`config.mk`:
```
export PLATFORM = sky130hd
export DESIGN_NAME = tile_bram_read_arbiter
export DESIGN_NICKNAME = d
export VERILOG_FILES = /design/src/rtl/tile_arb_pkg.sv /design/src/rtl/tile_bram_read_arbiter_rr_arbiter.sv /design/src/rtl/tile_bram_read_arbiter.sv
export SDC_FILE = /design/constraint.sdc
export NUM_CORES = 1
export LEC_CHECK = 0
export ABC_AREA = 1
export CORE_AREA = 2 2 231 233
export CTS_CLUSTER_DIAMETER = 30
export DETAILED_ROUTE_END_ITERATION = 12
export DIE_AREA = 0 0 233 235
export GPL_TIMING_DRIVEN = 1
export SYNTH_ARGS = -nofsm -noshare
export SYNTH_HDL_FRONTEND = slang
export SYNTH_SLANG_ARGS = --single-unit
```
`constraint.sdc`:
```
create_clock -name out_stream_aclk -period 1.7 [get_ports out_stream_aclk]
set_input_delay 0.34 -clock out_stream_aclk [delete_from_list [all_inputs] [get_ports out_stream_aclk]]
set_output_delay 0.34 -clock out_stream_aclk [all_outputs]
set_load 0.01 [all_outputs]
```
`src/rtl/tile_arb_pkg.sv`:
```
// ---------------------------------------------------------------------------
// tile_arb_pkg
// Shared types and constants for the tile BRAM read arbiter.
//   N_REQ_MAX       largest supported requester count
//   RD_LATENCY_MAX  largest supported BRAM read latency
//   req_id_t        requester index, sized for N_REQ_MAX so every
//                   configuration shares one tag layout
//   tag_t           one tag-pipeline stage {vld, id}
//   next_ptr()      modulo-n increment of a requester index
// ---------------------------------------------------------------------------
package tile_arb_pkg;

  localparam int N_REQ_MAX      = 8;
  localparam int RD_LATENCY_MAX = 3;
  localparam int ID_W           = $clog2(N_REQ_MAX);

  typedef logic [ID_W-1:0] req_id_t;

  typedef struct packed {
    logic    vld;
    req_id_t id;
  } tag_t;

  // Wraps at n-1 so a non-power-of-2 requester count never yields index n.
  function automatic req_id_t next_ptr(input req_id_t cur, input int n);
    if (int'(cur) >= n - 1) begin
      return '0;
    end
    return cur + req_id_t'(1);
  endfunction

endpackage

```
`src/rtl/tile_bram_read_arbiter_rr_arbiter.sv`:
```
// ---------------------------------------------------------------------------
// rr_arbiter
// Combinational round-robin pick: the first set request scanning from ptr_i
// upward, wrapping to index 0.
//   req_i  per-requester request vector
//   ptr_i  index with the highest priority this cycle (always < N_REQ)
//   gnt_o  one-hot grant
//   idx_o  index of the granted requester, 0 when nothing is granted
//   any_o  a grant was made
// ---------------------------------------------------------------------------
module rr_arbiter
  import tile_arb_pkg::*;
#(
  parameter int N_REQ = 4
) (
  input  logic [N_REQ-1:0] req_i,
  input  req_id_t          ptr_i,
  output logic [N_REQ-1:0] gnt_o,
  output req_id_t          idx_o,
  output logic             any_o
);

  // Two passes replace a modulo scan: first only indices at or above the
  // pointer, then (if nothing hit) everything from 0, which covers the wrap.
  always_comb begin
    gnt_o = '0;
    idx_o = '0;
    any_o = 1'b0;
    for (int k = 0; k < N_REQ; k++) begin
      if (!any_o && req_i[k] && (k >= int'(ptr_i))) begin
        any_o    = 1'b1;
        idx_o    = req_id_t'(k);
        gnt_o[k] = 1'b1;
      end
    end
    for (int k = 0; k < N_REQ; k++) begin
      if (!any_o && req_i[k]) begin
        any_o    = 1'b1;
        idx_o    = req_id_t'(k);
        gnt_o[k] = 1'b1;
      end
    end
  end

endmodule

```
`src/rtl/tile_bram_read_arbiter.sv`:
```
// ---------------------------------------------------------------------------
// tile_bram_read_arbiter
// Shares the single BRAM read port between N_REQ tile readers. One request
// is granted per cycle in round-robin order; a tag pipeline as deep as the
// BRAM read latency steers each returned word back to its requester.
//   out_stream_aclk  clock, all logic on the rising edge
//   periph_resetn    synchronous active-low reset
//   req_valid        per-requester read request
//   req_addr         packed addresses, requester i at [i*ADDR_W +: ADDR_W]
//   req_ready        one-hot grant, same cycle the request is accepted
//   rsp_valid        one-hot owner of rsp_data this cycle
//   rsp_data         read word broadcast to all requesters
//   bram_en          BRAM read enable
//   bram_addr        BRAM read address
//   bram_rdata       BRAM read data
//   grant_id         index of the current grant, 0 when idle
// ---------------------------------------------------------------------------
module tile_bram_read_arbiter
  import tile_arb_pkg::*;
#(
  parameter int N_REQ      = 4,
  parameter int ADDR_W     = 12,
  parameter int DATA_W     = 256,
  parameter int RD_LATENCY = 1,
  localparam int GID_W     = $clog2(N_REQ)
) (
  input  logic                    out_stream_aclk,
  input  logic                    periph_resetn,
  input  logic [N_REQ-1:0]        req_valid,
  input  logic [N_REQ*ADDR_W-1:0] req_addr,
  output logic [N_REQ-1:0]        req_ready,
  output logic [N_REQ-1:0]        rsp_valid,
  output logic [DATA_W-1:0]       rsp_data,
  output logic                    bram_en,
  output logic [ADDR_W-1:0]       bram_addr,
  input  logic [DATA_W-1:0]       bram_rdata,
  output logic [GID_W-1:0]        grant_id
);

  logic [N_REQ-1:0]  gnt;
  req_id_t           gnt_idx;
  logic              gnt_any;
  logic [ADDR_W-1:0] addr_mux;

  req_id_t rr_ptr_q, rr_ptr_d;
  tag_t    tag_q [RD_LATENCY];
  tag_t    tag_d [RD_LATENCY];
  tag_t    tag_last;

  rr_arbiter #(
    .N_REQ (N_REQ)
  ) u_rr_arbiter (
    .req_i (req_valid),
    .ptr_i (rr_ptr_q),
    .gnt_o (gnt),
    .idx_o (gnt_idx),
    .any_o (gnt_any)
  );

  always_comb begin
    addr_mux = '0;
    for (int k = 0; k < N_REQ; k++) begin
      if (gnt[k]) begin
        addr_mux = req_addr[k*ADDR_W +: ADDR_W];
      end
    end
  end

  always_comb begin
    rr_ptr_d = rr_ptr_q;
    if (gnt_any) begin
      rr_ptr_d = next_ptr(gnt_idx, N_REQ);
    end
  end

  // Stage 0 captures this cycle's grant; later stages shift unconditionally.
  always_comb begin
    tag_d[0] = '{vld: gnt_any, id: gnt_idx};
    for (int s = 1; s < RD_LATENCY; s++) begin
      tag_d[s] = tag_q[s-1];
    end
  end

  always_ff @(posedge out_stream_aclk) begin
    if (!periph_resetn) begin
      rr_ptr_q <= '0;
      for (int s = 0; s < RD_LATENCY; s++) begin
        tag_q[s] <= '0;
      end
    end else begin
      rr_ptr_q <= rr_ptr_d;
      for (int s = 0; s < RD_LATENCY; s++) begin
        tag_q[s] <= tag_d[s];
      end
    end
  end

  assign tag_last = tag_q[RD_LATENCY-1];

  // Outputs are gated by reset combinationally so nothing leaks out during
  // the cycle reset is first seen, before the registers have cleared.
  always_comb begin
    rsp_valid = '0;
    for (int k = 0; k < N_REQ; k++) begin
      rsp_valid[k] = periph_resetn && tag_last.vld && (tag_last.id == req_id_t'(k));
    end
  end

  assign rsp_data  = bram_rdata;
  assign req_ready = {N_REQ{periph_resetn}} & gnt;
  assign bram_en   = periph_resetn & gnt_any;
  assign bram_addr = periph_resetn ? addr_mux : '0;
  assign grant_id  = periph_resetn ? gnt_idx[GID_W-1:0] : '0;

endmodule

```
* Word-level counts from Yosys, hierarchy flattened
Memories as Yosys holds them, arrays and structs flattened.
Cells that the tools add are included.
** Word-level totals
- Output and inout port bits :: 279
- Register bits :: 3
- RAM bits :: 3
- Latch bits :: 0
- Logic and storage cells :: 74
- Input port bits :: 310
- Memory bits (read-only) :: 0
- Memories kept :: 1
** Cells by class
- Reductions and logical operators :: 25
- $mul :: 0
- Div/mod/pow operators :: 0
- Add/subtract/negate cells :: 1
- Bitwise gates (word level) :: 2
- Shifts and indexed selects :: 0
- $lt $le $gt $ge :: 5
- Equality and inequality tests :: 3
- Muxes and demuxes :: 36
** Memory list
- tag_q :: words 1, width 3, read ports 1, clocked after Yosys merged registers in 0, write ports 1, RTL line tile_bram_read_arbiter.sv:46 : tag_t tag_q [RD_LATENCY];
** Operators by type and width (count)
- two-way mux 12 bit :: 5
- two-way mux 1 bit :: 21
- logical AND 1 bit :: 16
- two-way mux 2 bit :: 7
- two-way mux 3 bit :: 3
- logical NOT 1 bit :: 7
- == test 3 x 2 -> 1 bit, second input constant :: 2
- >= comparator 1 x 3 -> 1 bit, first input constant :: 2
- >= comparator 2 x 3 -> 1 bit, first input constant :: 2
- bitwise AND 4 bit :: 1
- adder 3 x 1 -> 3 bit, second input constant :: 1
- == test 3 x 1 -> 1 bit, second input constant :: 1
- >= comparator 3 x 2 -> 1 bit, second input constant :: 1
- logical NOT 3 bit :: 1
- OR reduction 3 bit :: 1
- bitwise AND 1 bit :: 1

* Logic depth before layout (Yosys ltp)
- Word-level depth :: 31
- Depth in mapped cells :: 11
- Depth with buffers taken out :: 10

* Hierarchy
From an unflattened synthesis, not the netlist that was laid out.
** Unflattened totals
- Cell total of the unflattened synthesis :: 454
- Area, all modules :: 2954.1 sq um
** By module, submodules not included
- tile_bram_read_arbiter :: instances 1, cells an instance 413, area an instance 2742.6 sq um, seq. area each 140.1 sq um
- rr_arbiter :: instances 1, cells an instance 41, area an instance 211.5 sq um, seq. area each 0.0 sq um

* Worst setup path before layout
Ideal clock, no wire load.
- Kind :: register -> output
- Start point :: register rr_ptr_q[0]
- End point :: output port bram_addr[2]
- Data arrival time :: 1264 ps
- Slack :: 96 ps
- Cell stages (with the launch flop) :: 12
- Buffers on the path :: 1
- Data required time :: 1360 ps
- Path through :: dfxtp_1 -> nand2_1 -> nand2_2 -> nand3_4 -> nor2_4 -> nand4_4 -> nand2_4 -> inv_4 -> buf_12 -> nand3_2 -> nand2_1 -> nand2_1
** Between the ends
- Word-level cells in the longest chain between the ends :: 29
- Elaborated cells between the ends (all ways) :: 41
- Classes of those cells :: order compare (4); mux (19); reduce/logical (18)
** RTL lines
- start, declared :: RTL line tile_bram_read_arbiter.sv:45 : req_id_t rr_ptr_q, rr_ptr_d;
- start signal, assigned :: RTL line tile_bram_read_arbiter.sv:91 : rr_ptr_q <= rr_ptr_d;
- >= comparator 1 x 3 -> 1 bit :: RTL line tile_bram_read_arbiter_rr_arbiter.sv:30 : if (!any_o && req_i[k] && (k >= int'(ptr_i))) begin
- logical AND 1 bit :: RTL line tile_bram_read_arbiter_rr_arbiter.sv:30
- two-way mux 1 bit :: RTL line tile_bram_read_arbiter_rr_arbiter.sv:30
- logical NOT 1 bit :: RTL line tile_bram_read_arbiter_rr_arbiter.sv:30
- logical AND 1 bit (2 in a row) :: RTL line tile_bram_read_arbiter_rr_arbiter.sv:30
- two-way mux 1 bit :: RTL line tile_bram_read_arbiter_rr_arbiter.sv:30
- logical NOT 1 bit :: RTL line tile_bram_read_arbiter_rr_arbiter.sv:30
- logical AND 1 bit (2 in a row) :: RTL line tile_bram_read_arbiter_rr_arbiter.sv:30
- [11 not listed]
- logical NOT 1 bit :: RTL line tile_bram_read_arbiter_rr_arbiter.sv:37 : if (!any_o && req_i[k]) begin
- logical AND 1 bit :: RTL line tile_bram_read_arbiter_rr_arbiter.sv:37
- two-way mux 1 bit :: RTL line tile_bram_read_arbiter_rr_arbiter.sv:37
- logical NOT 1 bit :: RTL line tile_bram_read_arbiter_rr_arbiter.sv:37
- logical AND 1 bit :: RTL line tile_bram_read_arbiter_rr_arbiter.sv:37
- two-way mux 1 bit :: RTL line tile_bram_read_arbiter_rr_arbiter.sv:37
- two-way mux 12 bit (*) :: RTL line tile_bram_read_arbiter.sv:63 : if (gnt[k]) begin
- two-way mux 12 bit (*) :: RTL line tile_bram_read_arbiter.sv:112 : assign bram_addr = periph_resetn ? addr_mux : '0;
- end, declared :: RTL line tile_bram_read_arbiter.sv:35 : output logic [ADDR_W-1:0] bram_addr,
Every way passes the cells marked *; elsewhere a longest branch is shown, timed or not.

* Worst setup path after layout
- Start point :: register rr_ptr_q[1]
- End point :: output port bram_addr[3]
The elaborated chain is that of the path after synthesis.

==> metrics <==
DRT Pass-1 Iters=4; ratio of cells with drive above 1 in the final layout=0.476; Hold Crit Depth=2; WS Path Type=reg -> out; GRT overflow=0; initial antenna violation count=3; Die W=233 um; outcome=complete, but fails checks; Final Setup Violations=19; number of clock sinks=5; Initial DRC Count=27; Post-DP HPWL=14100 um; Layout Nets=601; maximum vdd drop=0.338 mV; # port buffers=76; clock skew=0.00147 ns; CTS HTree Levels=1; largest net degree at the start of global routing=14; Power Density=451 nW/um^2; initial core utilization=0.0544; LEAKAGE=1.26 nW; Syn Area/Cell=6.74 um^2; vias in the first global route=2173; Fmax=453 MHz; io pins=589; residual DRC count=0; Worst Path Required=1.36 ns; CP endpoint kind=primary output; final worst setup slack=-0.507 ns; final hold viol count=0; worst slew pin tran=0.206 ns; post-synth cell types=25; root buffer cell=clkbuf_16; Rows=84; Worst-Skew Late Latency=0.23 ns; Max-cap violations=0; post-route ant nets=0; unrepaired setup endpoints after global routing=yes; Layout Area Growth over Synthesis=15.4%; Core Box Area=52200 um^2; vias post-DR=1946; wire length per cell=17.5 um; Worst setup SP type=register; DRT Wirelength=17200 um; Tot GR Track Use=0.0587; Tcrit/Tclk final=1.30; first-pass GRT wire length=20600 um; fin util=0.0628; cts hold-fix bufs=0; depth of the worst register-to-register path=13; critical path peak fanout=4; Post-Syn Nets=732; Max-slew headroom=0.862; Reg clk slew, reported paths=0.03 ns; register area share after synthesis=0.0352; Final Power=1.48 mW; clock buffer depth=2; CP arrival=1.87 ns; cts bufs inserted=3; die area=54800 um^2; YS warnings=0; Syn Inst Count=422; Mapped Area=2840 um^2; CTS tree=yes; Die H=235 um; Vias per Instance=1.99; Yosys reg bits=5; failing checks=negative setup slack; WHS=0.544 ns; final slew viol count=0; post-layout minimum cycle time=2.21 ns; Hold WC Path Type=reg -> reg; routability cong.=0.598
[logic make-up after synthesis]
kind of cell / after synthesis / synth area share
buffers and inverters: 292 / 0.737
AOI/OAI and AO/OA: 17 / 0.0361
and+or+nand+nor: 108 / 0.192
DFF: 5 / 0.0352
[timing repair]
item	in CTS	in global routing
setup buffers	20	3
cloned	1	0
setup endpoints to repair	24	21
endpoints found under the hold margin	0	0
pin swaps	15	23
resized for setup	142	28
[worst max-delay path, stage by stage, from the launching register on]
cell	delay (ns)
dfxtp_4	0.36
nor2_4	0.12
nand2_4	0.07
nand3_4	0.10
nor2_4	0.05
nand3_2	0.09
nand2_4	0.06
buf_12	0.13
buf_16	0.14
buf_4	0.14
nand2_4	0.06
nand3_2	0.07
nand2_1	0.07
nand2_1	0.04
buf_2	0.13
[registers in the layout, indices dropped and copies added, names as in the netlist]
name / count
tag_q: 3
rr_ptr_q: 2
[through the flow]
step	setup slack [ns]	cell area, um^2	cells	TNS, ns
after global placement	-1.22	2800	952	-21.89
after CTS	-0.587	3210	977	-7.78
after global routing	-0.618	3280	979	-8.73
after detailed placement	-1.19	2800	952	-21.41
final	-0.507	3280	980	-6.65
after floorplan	0.0961	2840	422	0
[synthesized netlist by cell type]
cell type,instances,area [um^2]
nand3_1,8,40.0
nand3_4,1,17.5
dfxtp_1,5,100
a21oi_1,13,65.1
a31oi_1,2,12.5
nand4_4,1,21.3
a41oi_2,1,16.3
clkinv_1,1,3.75
inv_2,1,3.75
buf_6,2,22.5
nor3_1,4,20.0
nor2_1,10,37.5
nand4_1,1,6.26
buf_2,3,15.0
inv_4,1,6.26
buf_12,1,20.0
nand2_1,66,248
inv_1,27,101
nor2_2,1,6.26
nand2_4,2,22.5
nand2_2,4,25.0
a21oi_2,1,8.76
nand3_2,9,90.1
nor2_4,1,11.3
buf_4,256,1920
[metal layers]
| layer | vias up | global-route usage | wire length, um |
|---|---|---|---|
| li1 | 762 | - | - |
| met1 | 761 | 0.0541 | 5340 |
| met2 | 277 | 0.0907 | 7440 |
| met3 | 146 | 0.0370 | 2790 |
| met4 | 0 | 0.0498 | 1590 |
| met5 | - | 0 | 0 |
[power breakdown]
group | switching (mW) | internal, mW | leakage [nW]
Sequential | 0.0145 | 0.131 | 0.0428
Clock | 0.0753 | 0.311 | 0.0382
Combinational | 0.453 | 0.494 | 1.18
Total | 0.543 | 0.935 | 1.26
[path summary, 6_finish.rpt]
| check | startpoint | to | slack (ns) |
|---|---|---|---|
| worst min register to register | rr_ptr_q[0] | rr_ptr_q[0] | 0.54 |
| worst max register to register | rr_ptr_q[1] | rr_ptr_q[1] | 0.01 |
| worst min-delay path | rr_ptr_q[0] | rr_ptr_q[0] | 0.54 |
| worst max-delay path | rr_ptr_q[1] | bram_addr[3] | -0.51 |
[cells in the final DEF (no fill, tap or decap), types with 4 or more instances in the layout]
cell,instances
clkdlybuf4s50_1,48
nand2_1,47
buf_4,29
inv_1,22
nand2_2,17
buf_2,13
nand3_2,12
buf_12,12
buf_6,11
nand2_4,8
a21oi_1,7
dlygate4sd2_1,7
a21oi_2,6
nor2_4,5
inv_2,5
nand3_1,5
nor2_1,4
nor3_1,4
[area by class of cell]
type	count	area [um^2]
Timing Repair Buffer	126	1280
Antenna cell	2	5.00
Fill cell	6147	49000
Multi-Input combinational cell	125	823
Tap cell	688	861
Clock buffer	4	78.8
Inverter	30	123
Sequential cell	5	108
No activity file was read; power rests on OpenSTA's default activity.
